<file path="config.mk">
export PLATFORM = sky130hd
export DESIGN_NAME = fifo_burst_drain
export DESIGN_NICKNAME = d
export VERILOG_FILES = /design/src/rtl/fifo_drain_pkg.sv /design/src/rtl/drain_out_reg.sv /design/src/rtl/fifo_burst_drain.sv
export SDC_FILE = /design/constraint.sdc
export NUM_CORES = 1
export LEC_CHECK = 0
export CAP_MARGIN = 20
export CORE_MARGIN = 2
export CORE_UTILIZATION = 30
export DETAILED_ROUTE_END_ITERATION = 16
export HOLD_SLACK_MARGIN = 0.06
export RECOVER_POWER = 25
export SLEW_MARGIN = 5
export SYNTH_ARGS = -nofsm -noshare
export SYNTH_HDL_FRONTEND = slang
export SYNTH_SLANG_ARGS = --single-unit
</file>
<file path="constraint.sdc">
create_clock -name clk_in -period 2 [get_ports clk_in]
set_input_delay 0.3 -clock clk_in [delete_from_list [all_inputs] [get_ports clk_in]]
set_output_delay 0.3 -clock clk_in [all_outputs]
set_load 0.05 [all_outputs]
</file>
<file path="src/rtl/fifo_drain_pkg.sv">
// Shared types and width helpers for the FIFO burst drain block.
package fifo_drain_pkg;

  typedef enum logic {
    IDLE  = 1'b0,
    DRAIN = 1'b1
  } drain_state_e;

  // Beat counter must reach BURST_LEN itself, so one extra code point.
  function automatic int unsigned beat_cnt_width(input int unsigned burst_len);
    return $clog2(burst_len + 1);
  endfunction

  // Idle/wait timers saturate at TIMEOUT_CYCLES-1.
  function automatic int unsigned timer_width(input int unsigned timeout_cycles);
    return $clog2(timeout_cycles);
  endfunction

endpackage

</file>
<file path="src/rtl/drain_out_reg.sv">
// Single-entry valid/ready output register: load, hold under backpressure, clear on accept.
module drain_out_reg #(
  parameter int unsigned DATA_WIDTH = 32
) (
  input  logic                  clk_in,
  input  logic                  areset_b,
  input  logic                  i_load,
  input  logic [DATA_WIDTH-1:0] i_data,
  input  logic                  i_last,
  input  logic                  i_ready,
  output logic                  o_valid,
  output logic [DATA_WIDTH-1:0] o_data,
  output logic                  o_last
);

  logic                  r_valid;
  logic [DATA_WIDTH-1:0] r_data;
  logic                  r_last;

  // Load a new beat when told to; otherwise drop valid once the beat is taken.
  always_ff @(posedge clk_in or negedge areset_b) begin
    if (!areset_b) begin
      r_valid <= 1'b0;
      r_data  <= '0;
      r_last  <= 1'b0;
    end else if (i_load) begin
      r_valid <= 1'b1;
      r_data  <= i_data;
      r_last  <= i_last;
    end else if (i_ready) begin
      r_valid <= 1'b0;
    end
  end

  assign o_valid = r_valid;
  assign o_data  = r_data;
  assign o_last  = r_last;

endmodule

</file>
<file path="src/rtl/fifo_burst_drain.sv">
// Pops words from the FIFO and re-emits them as bursts of up to BURST_LEN beats.
module fifo_burst_drain
  import fifo_drain_pkg::*;
#(
  parameter int unsigned DATA_WIDTH     = 32,
  parameter int unsigned BURST_LEN      = 4,
  parameter int unsigned TIMEOUT_CYCLES = 16
) (
  input  logic                  clk_in,
  input  logic                  areset_b,
  input  logic                  fifo_empty_ind,
  input  logic                  fifo_threshold_ind,
  input  logic [DATA_WIDTH-1:0] fifo_data,
  output logic                  fifo_trans_read,
  input  logic                  flush_req,
  output logic                  m_valid,
  input  logic                  m_ready,
  output logic [DATA_WIDTH-1:0] m_data,
  output logic                  m_last,
  output logic                  busy
);

  localparam int unsigned BCW = beat_cnt_width(BURST_LEN);
  localparam int unsigned TW  = timer_width(TIMEOUT_CYCLES);

  localparam logic [BCW-1:0] BEAT_LAST = BCW'(BURST_LEN - 1);
  localparam logic [BCW-1:0] BEAT_MAX  = BCW'(BURST_LEN);
  localparam logic [TW-1:0]  TMO_LAST  = TW'(TIMEOUT_CYCLES - 1);

  drain_state_e          r_state;
  drain_state_e          w_state_nxt;
  logic [BCW-1:0]        r_beat_cnt;
  logic [TW-1:0]         r_idle_cnt;
  logic [TW-1:0]         r_wait_cnt;
  logic                  r_hold_valid;
  logic [DATA_WIDTH-1:0] r_hold_data;
  logic [BCW-1:0]        r_hold_idx;
  logic                  r_flush_mode;

  logic w_out_free;
  logic w_is_last;
  logic w_release;
  logic w_pop;
  logic w_enter_drain;

  assign w_out_free    = !m_valid || m_ready;
  assign w_is_last     = (r_hold_idx == BEAT_LAST) ||
                         (fifo_empty_ind && (r_flush_mode || (r_wait_cnt == TMO_LAST)));
  assign w_release     = r_hold_valid && w_out_free && (w_is_last || !fifo_empty_ind);
  assign w_pop         = (r_state == DRAIN) && !fifo_empty_ind && (r_beat_cnt < BEAT_MAX) &&
                         (!r_hold_valid || w_release);
  assign w_enter_drain = (r_state == IDLE) && (w_state_nxt == DRAIN);

  assign fifo_trans_read = w_pop;
  assign busy            = (r_state != IDLE) || m_valid || r_hold_valid;

  // State register.
  always_ff @(posedge clk_in or negedge areset_b) begin
    if (!areset_b) r_state <= IDLE;
    else           r_state <= w_state_nxt;
  end

  // Next state: start a burst on threshold, flush or idle timeout; end it on the last beat.
  always_comb begin
    w_state_nxt = r_state;
    case (r_state)
      IDLE: begin
        if (!fifo_empty_ind &&
            (fifo_threshold_ind || flush_req || r_flush_mode || (r_idle_cnt == TMO_LAST)))
          w_state_nxt = DRAIN;
      end
      DRAIN: begin
        if (w_release && w_is_last) w_state_nxt = IDLE;
      end
      default: w_state_nxt = IDLE;
    endcase
  end

  // Idle timer: runs while data sits in the FIFO without a burst in progress.
  always_ff @(posedge clk_in or negedge areset_b) begin
    if (!areset_b) begin
      r_idle_cnt <= '0;
    end else if ((r_state == IDLE) && !fifo_empty_ind) begin
      if (r_idle_cnt != TMO_LAST) r_idle_cnt <= r_idle_cnt + TW'(1);
    end else begin
      r_idle_cnt <= '0;
    end
  end

  // Wait timer: how long the held word has waited for a successor.
  always_ff @(posedge clk_in or negedge areset_b) begin
    if (!areset_b) begin
      r_wait_cnt <= '0;
    end else if (w_enter_drain || w_pop) begin
      r_wait_cnt <= '0;
    end else if (r_hold_valid && fifo_empty_ind && !w_is_last && (r_wait_cnt != TMO_LAST)) begin
      r_wait_cnt <= r_wait_cnt + TW'(1);
    end
  end

  // Beat counter: words popped in the current burst.
  always_ff @(posedge clk_in or negedge areset_b) begin
    if (!areset_b)          r_beat_cnt <= '0;
    else if (w_enter_drain) r_beat_cnt <= '0;
    else if (w_pop)         r_beat_cnt <= r_beat_cnt + BCW'(1);
  end

  // Hold stage: delays each word one cycle so its last-beat status is known.
  always_ff @(posedge clk_in or negedge areset_b) begin
    if (!areset_b) begin
      r_hold_valid <= 1'b0;
      r_hold_data  <= '0;
      r_hold_idx   <= '0;
    end else if (w_pop) begin
      r_hold_valid <= 1'b1;
      r_hold_data  <= fifo_data;
      r_hold_idx   <= r_beat_cnt;
    end else if (w_release) begin
      r_hold_valid <= 1'b0;
    end
  end

  // Flush mode: keep draining until the FIFO is empty and the final beat is out.
  always_ff @(posedge clk_in or negedge areset_b) begin
    if (!areset_b) begin
      r_flush_mode <= 1'b0;
    end else if (flush_req) begin
      r_flush_mode <= 1'b1;
    end else if ((w_release && w_is_last && fifo_empty_ind) ||
                 ((r_state == IDLE) && fifo_empty_ind)) begin
      r_flush_mode <= 1'b0;
    end
  end

  drain_out_reg #(
    .DATA_WIDTH(DATA_WIDTH)
  ) u_out_reg (
    .clk_in  (clk_in),
    .areset_b(areset_b),
    .i_load  (w_release),
    .i_data  (r_hold_data),
    .i_last  (w_is_last),
    .i_ready (m_ready),
    .o_valid (m_valid),
    .o_data  (m_data),
    .o_last  (m_last)
  );

endmodule

</file>
Yosys cells after proc, flatten, opt, wreduce, memory -nomap -nowiden
Cells that the tools add are included.
{ "op_classes": {"multipliers": 0, "n_eq_ne": 6, "n_reduce_logical": 36, "addsub": 3, "mux": 15, "shift": 0, "bitwise_logic": 1, "div_mod_pow": 0, "n_lt_le_gt_ge": 1} }
{ "op_table": {"columns": ["operator", "count"], "rows": [
  ["$mux 4", 4],
  ["$logic_and 1x1->1", 15],
  ["$logic_or 1x1->1", 12],
  ["$reduce_bool 2->1", 5],
  ["$add 4x1->4 const B", 2],
  ["$eq 4x4->1 const B", 2],
  ["$mux 1", 8],
  ["$ne 4x4->1 const B", 2],
  ["$mux 3", 2],
  ["$logic_not 1->1", 4],
  ["$add 3x1->3 const B", 1],
  ["$eq 3x2->1 const B", 1],
  ["$lt 3x3->1 const B", 1],
  ["$ne 2x1->1 const B", 1],
  ["$pmux 1 s2", 1],
  ["$not 1->1", 1]
]} }
{ "totals": {"mem_bits_rw": 0, "mem_count": 0, "out_inout_bits": 36, "romBits": 0, "word_cells": 73, "latchBits": 0, "regBits": 83, "input_bits": 38} }

Depth between registers and ports, before layout
{ "logic_depth": {"ltp_word": 12, "mapped_depth": 9, "ltp_nobuf": 5} }

Modules after synthesis
Synthesis repeated with hierarchy kept, for this count alone.
{ "hier_totals": {"hier_cells": 293, "area_unflattened_um2": 3483.3} }
{ "modules_own_cells": {"columns": ["module", "n_inst", "area_per_inst_um2", "seq_area_each_um2", "cells_each"], "rows": [
  ["fifo_burst_drain", 1, 2069.5, 1226.2, 220],
  ["drain_out_reg", 1, 1413.9, 850.8, 73]
]} }

Worst setup path before layout
No wires, ideal clock.
{ "synth_path": {"path_kind": "reg2reg", "from": "register u_out_reg.r_valid (netlist: u_out_reg.o_valid)", "to": "register u_out_reg.r_data[0] (netlist: u_out_reg.o_data[0])", "setup_ns": 0.125, "required_time_ns": 1.875, "period_less_slack_ns": 1.887, "n_path_buf": 1, "arrival_time_ns": 1.763, "path_slack_ns": 0.113, "stages_incl_launch_ff": 6, "cell_sequence": "dfrtp_1 > nor2b_1 > nand2b_1 > a21oi_2 > buf_6 > mux2_2"} }
{ "synth_between": {"elab_chain_len": 4} }
{ "synth_lines": {"columns": ["element", "line_no", "rtl"], "rows": [
  ["start: declaration", "drain_out_reg.sv:16", "logic r_valid;"],
  ["start signal: assignment", "drain_out_reg.sv:23", "r_valid <= 1'b0;"],
  ["start signal: assignment", "drain_out_reg.sv:27", "r_valid <= 1'b1;"],
  ["start signal: assignment", "drain_out_reg.sv:31", "r_valid <= 1'b0;"],
  ["$logic_not 1->1", "fifo_burst_drain.sv:46", "assign w_out_free = !m_valid || m_ready;"],
  ["$logic_or 1x1->1", "fifo_burst_drain.sv:46", null],
  ["$logic_and 1x1->1 (2 in series)", "fifo_burst_drain.sv:49", "assign w_release = r_hold_valid && w_out_free && (w_is_last || !fifo_empty_ind);"],
  ["end signal: assignment", "drain_out_reg.sv:28", "r_data <= i_data;"],
  ["end: declaration", "drain_out_reg.sv:17", "logic [DATA_WIDTH-1:0] r_data;"]
]} }
No other way between the ends.
A chain may end at the register's enable or synchronous reset.

Final worst setup path
{ "layout_path": {"from": "input port fifo_empty_ind", "to": "output port fifo_trans_read"} }
{ "layout_between": {"elab_chain_len": 6, "word_cells_on_any_way": 9, "cone_classes": "reduce/logical (9)"} }
{ "layout_lines": {"columns": ["element", "line_no", "rtl"], "rows": [
  ["start: declaration", "fifo_burst_drain.sv:11", "input logic fifo_empty_ind,"],
  ["$logic_and 1x1->1", "fifo_burst_drain.sv:48", "(fifo_empty_ind && (r_flush_mode || (r_wait_cnt == TMO_LAST)));"],
  ["$logic_or 1x1->1", "fifo_burst_drain.sv:47", "assign w_is_last = (r_hold_idx == BEAT_LAST) ||"],
  ["$logic_or 1x1->1", "fifo_burst_drain.sv:49", null],
  ["$logic_and 1x1->1", "fifo_burst_drain.sv:49", null],
  ["$logic_or 1x1->1", "fifo_burst_drain.sv:51", "(!r_hold_valid || w_release);"],
  ["$logic_and 1x1->1 (*)", "fifo_burst_drain.sv:50", "assign w_pop = (r_state == DRAIN) && !fifo_empty_ind && (r_beat_cnt < BEAT_MAX) &&"],
  ["end: declaration", "fifo_burst_drain.sv:14", "output logic fifo_trans_read,"]
]} }
Every way passes the cells marked *; elsewhere a longest branch is shown, timed or not.

==> results.toml <==
[floorplan]
dieWidth_um = 109.9
die_y_um = 109.9
rows = 38
dieArea_mm2 = 0.01208
ios = 74
core-area_mm2 = 0.01089
start_util = 0.3091

[setup_path]
required_ns = 1.70
critPathTopFamily = "buffers and inverters"
timing.rr.start = "r_wait_cnt[0]$_DFFE_PN0P_"
max_stage_delay_ns = 0.41
critPathBufInv = 3
arrival_ns = 1.60
crit_type = "in2out"
path_depth = 5
critPathSlowestCell = "clkdlybuf4s50_1"
crit_chain = "clkdlybuf4s50_1 -> or3b_1 -> a21o_1 -> clkinv_2 -> buf_6"
startpoint_type = "input port"
path_max_fanout = 4
r2r_slack_ns = 0.13
r2r-end = "u_out_reg.o_data[0]$_DFFE_PN0P_"
r2r_cells = 6
worstSetupEndpointType = "output port"

[route]
wl_mm = 7.030
wl_per_cell_um = 13.47
ant_nets = 0
drc = 0
first_pass_iters = 4
dr.first_iter.drc_count = 80
vias_per_cell = 4.467
vias = 2332

[clock_tree]
cts-htree-levels = 3
clock_latency_ns = 0.35
clk_pin_slew_worst_paths_ns = 0.07
numCtsBuffers = 9
cts_tree = "built"
clockBufferDepth = 2
cts_root_buf = "clkbuf_8"
cts.sink_count = 83
post_cts.repair.setup_buffers = 0

[power]
power_density_mw_per_mm2 = 1689
leakagePower_nw = 2.085
switching_power_mw = 3.158
vdd_drop_max_mv = 0.8496
p_clk_frac = 0.140
combPwrFrac = 0.486
swShare = 0.4206
p_seq_frac = 0.373
p_int_mw = 4.350

[place]
dp_cells = 506
port_buffers = 73
place.gp.congestion = 0.7109
hpwl_mm = 4.734

[yosys]
synth_cells = 295
synth_top_area_cell = "dfrtp_1"
yosysWarnings = 0
avgSynthCellArea_um2 = 11.41
postSynthNetCount = 336
synth_top_area_share = 0.6171
synth_cell_type_count = 42
synthFlopType = "dfrtp_1"
ys_async_sr_fraction = 1.000
synth.area.top_cells = "dfrtp_1 62%, nand2_1 12%, mux2_2 11%, buf_6 1.3%, ha_1 1.1%"
yosysSeqAreaShare = 0.6171
synth_seq_cells = 83
netlist_area_mm2 = 0.003366
synth_edf_count = 0

[finish]
nets = 419
drive_gt1_frac = 0.1728
n_antenna_cell = 0
area_growth_pct = 32.08
fill_cells = 1059
fin_cells = 522

[hold_path]
hold_end = "r_hold_data[1]$_DFFE_PN0P_"
min_from = "r_hold_data[1]$_DFFE_PN0P_"
whs_path_depth = 2
min_path_type = "reg2reg"

[status]
outcome = "complete, no violations"

[grt]
grt_overflow = 0
grt_antenna_before_repair = 0
grt_usage = 0.1286
grt_max_degree = 50
first_global_vias = 2464
grt_pass1_wl_mm = 11.76

[timing]
hold_ws_ns = 0.4722
relSlewSlack = 0.5376
skew_ns = 0.01137
tightest_slew_ns = 0.6936
rsz0062_at_grt = "no"
finalHoldViolations = 0
maxSlewViolCount = 0
fin_crit_ns = 1.899
fin_tns_setup_ns = 0
setup_violations = 0
final.period_utilization = 0.9497
max_freq_mhz = 526.5

[job]
maxCapViolations = 0
==> area by class of cell <==
type,instances,area [um2],share of cell area
repair buffers,86,860.8,0.1936
well taps,140,175.2,0.03940
clock buffers,10,137.6,0.03096
flip-flops and latches,83,2077,0.4672
multi-input cells,194,1150,0.2587
inverters,4,16.27,0.003659
clock inverters,5,28.78,0.006473
==> worst min-delay path, cell delays in order (launching register included) <==
cell and delay (ns):
dfrtp_1 0.34, nand2_1 0.05, nand2_1 0.05
==> stage by stage <==
step                      setup slack (ns)  total power, mW  utilization  instance area (um2)
after global routing               0.01316            8.037       0.4083                 4446
final                               0.1005            7.508       0.4083                 4446
after detailed placement           0.02871            6.529       0.3932                 4282
after CTS                          0.03734            7.637       0.4094                 4458
after floorplan                     0.1125            5.341            -                 3366
after global placement             0.07016            6.463       0.3932                 4282
==> cells in the mapped netlist (2+ instances only) <==
library cell,n
a21o_1,2
a21oi_1,3
a31oi_1,3
buf_4,2
buf_6,4
buf_8,2
clkbuf_1,4
dfrtp_1,83
ha_1,3
inv_1,3
mux2_2,32
mux2i_1,2
nand2_1,106
nand3_1,2
nor2_1,9
nor3_1,3
o21ai_0,4
xnor2_1,4
==> worst max path at each step <==
stage / endpoint / slack [ns] / from
6_report: fifo_trans_read / 0.10 / fifo_empty_ind
5_1_grt: u_out_reg.o_data[0]$_DFFE_PN0P_ / 0.01 / r_wait_cnt[0]$_DFFE_PN0P_
4_1_cts: fifo_trans_read / 0.04 / r_beat_cnt[2]$_DFFE_PN0P_
3_5_place_dp: r_hold_data[8]$_DFFE_PN0P_ / 0.03 / fifo_empty_ind
3_3_place_gp: r_hold_data[31]$_DFFE_PN0P_ / 0.07 / fifo_empty_ind
2_1_floorplan: u_out_reg.o_data[0]$_DFFE_PN0P_ / 0.11 / u_out_reg.o_valid$_DFFE_PN0P_
==> routing by layer <==
metal	routed length (um)	vias to the layer above	track usage
met1	3276	1141	0.1611
met2	3337	53	0.2090
met5	0	-	0
met4	43	0	0.03436
li1	-	1134	-
met3	372	4	0.04742
==> state kept, by name (all words and copies together) (netlist names) <==
name	flops
r_hold_idx	3
r_beat_cnt	3
r_flush_mode	1
u_out_reg.o_last	1
u_out_reg.o_data	32
r_idle_cnt	4
r_hold_valid	1
r_state	1
u_out_reg.o_valid	1
r_hold_data	32
r_wait_cnt	4
==> kinds of logic after synthesis <==
group | Yosys count | synth area share
AOI/OAI and AO/OA | 19 | 0.03903
xor gates and xnor gates | 5 | 0.01301
adders and majority gates | 3 | 0.01115
buffers and inverters | 18 | 0.04349
DFF | 83 | 0.6171
muxes | 34 | 0.1130
and+or+nand+nor | 133 | 0.1632
==> power by group through the flow <==
stage / combinational [mW] / clock, mW / sequential (mW)
2_1_floorplan: 1.44 / 0 / 3.90
3_3_place_gp: 3.65 / 0 / 2.81
3_5_place_dp: 3.69 / 0 / 2.84
4_1_cts: 3.71 / 1.12 / 2.81
5_1_grt: 3.94 / 1.20 / 2.90
6_report: 3.65 / 1.05 / 2.80
==> repair_timing <==
action,in CTS,in global routing
hold endpoints to repair,11,0
endpoints found under the setup margin,0,1
hold buffers,1,0
gates resized for setup,0,1
==> layout by cell type, fill, tap and decap left out, drive strengths merged, types with 2 or more instances in the layout <==
| cell type | netlist | layout |
|---|---|---|
| mux2 | 32 | 32 |
| dfrtp | 83 | 83 |
| clkbuf | 4 | 12 |
| clkdlybuf4s50 | 0 | 70 |
| a21o | 2 | 2 |
| ha | 3 | 3 |
| nand2 | 106 | 106 |
| clkinv | 1 | 5 |
| nor3 | 3 | 3 |
| buf | 10 | 13 |
| nor2 | 10 | 10 |
| mux2i | 2 | 2 |
| inv | 3 | 4 |
| o21ai | 4 | 4 |
| a31oi | 3 | 3 |
| a21oi | 4 | 4 |
| nand3 | 2 | 2 |
| xnor2 | 4 | 4 |
No activity file was read; power rests on OpenSTA's default activity.
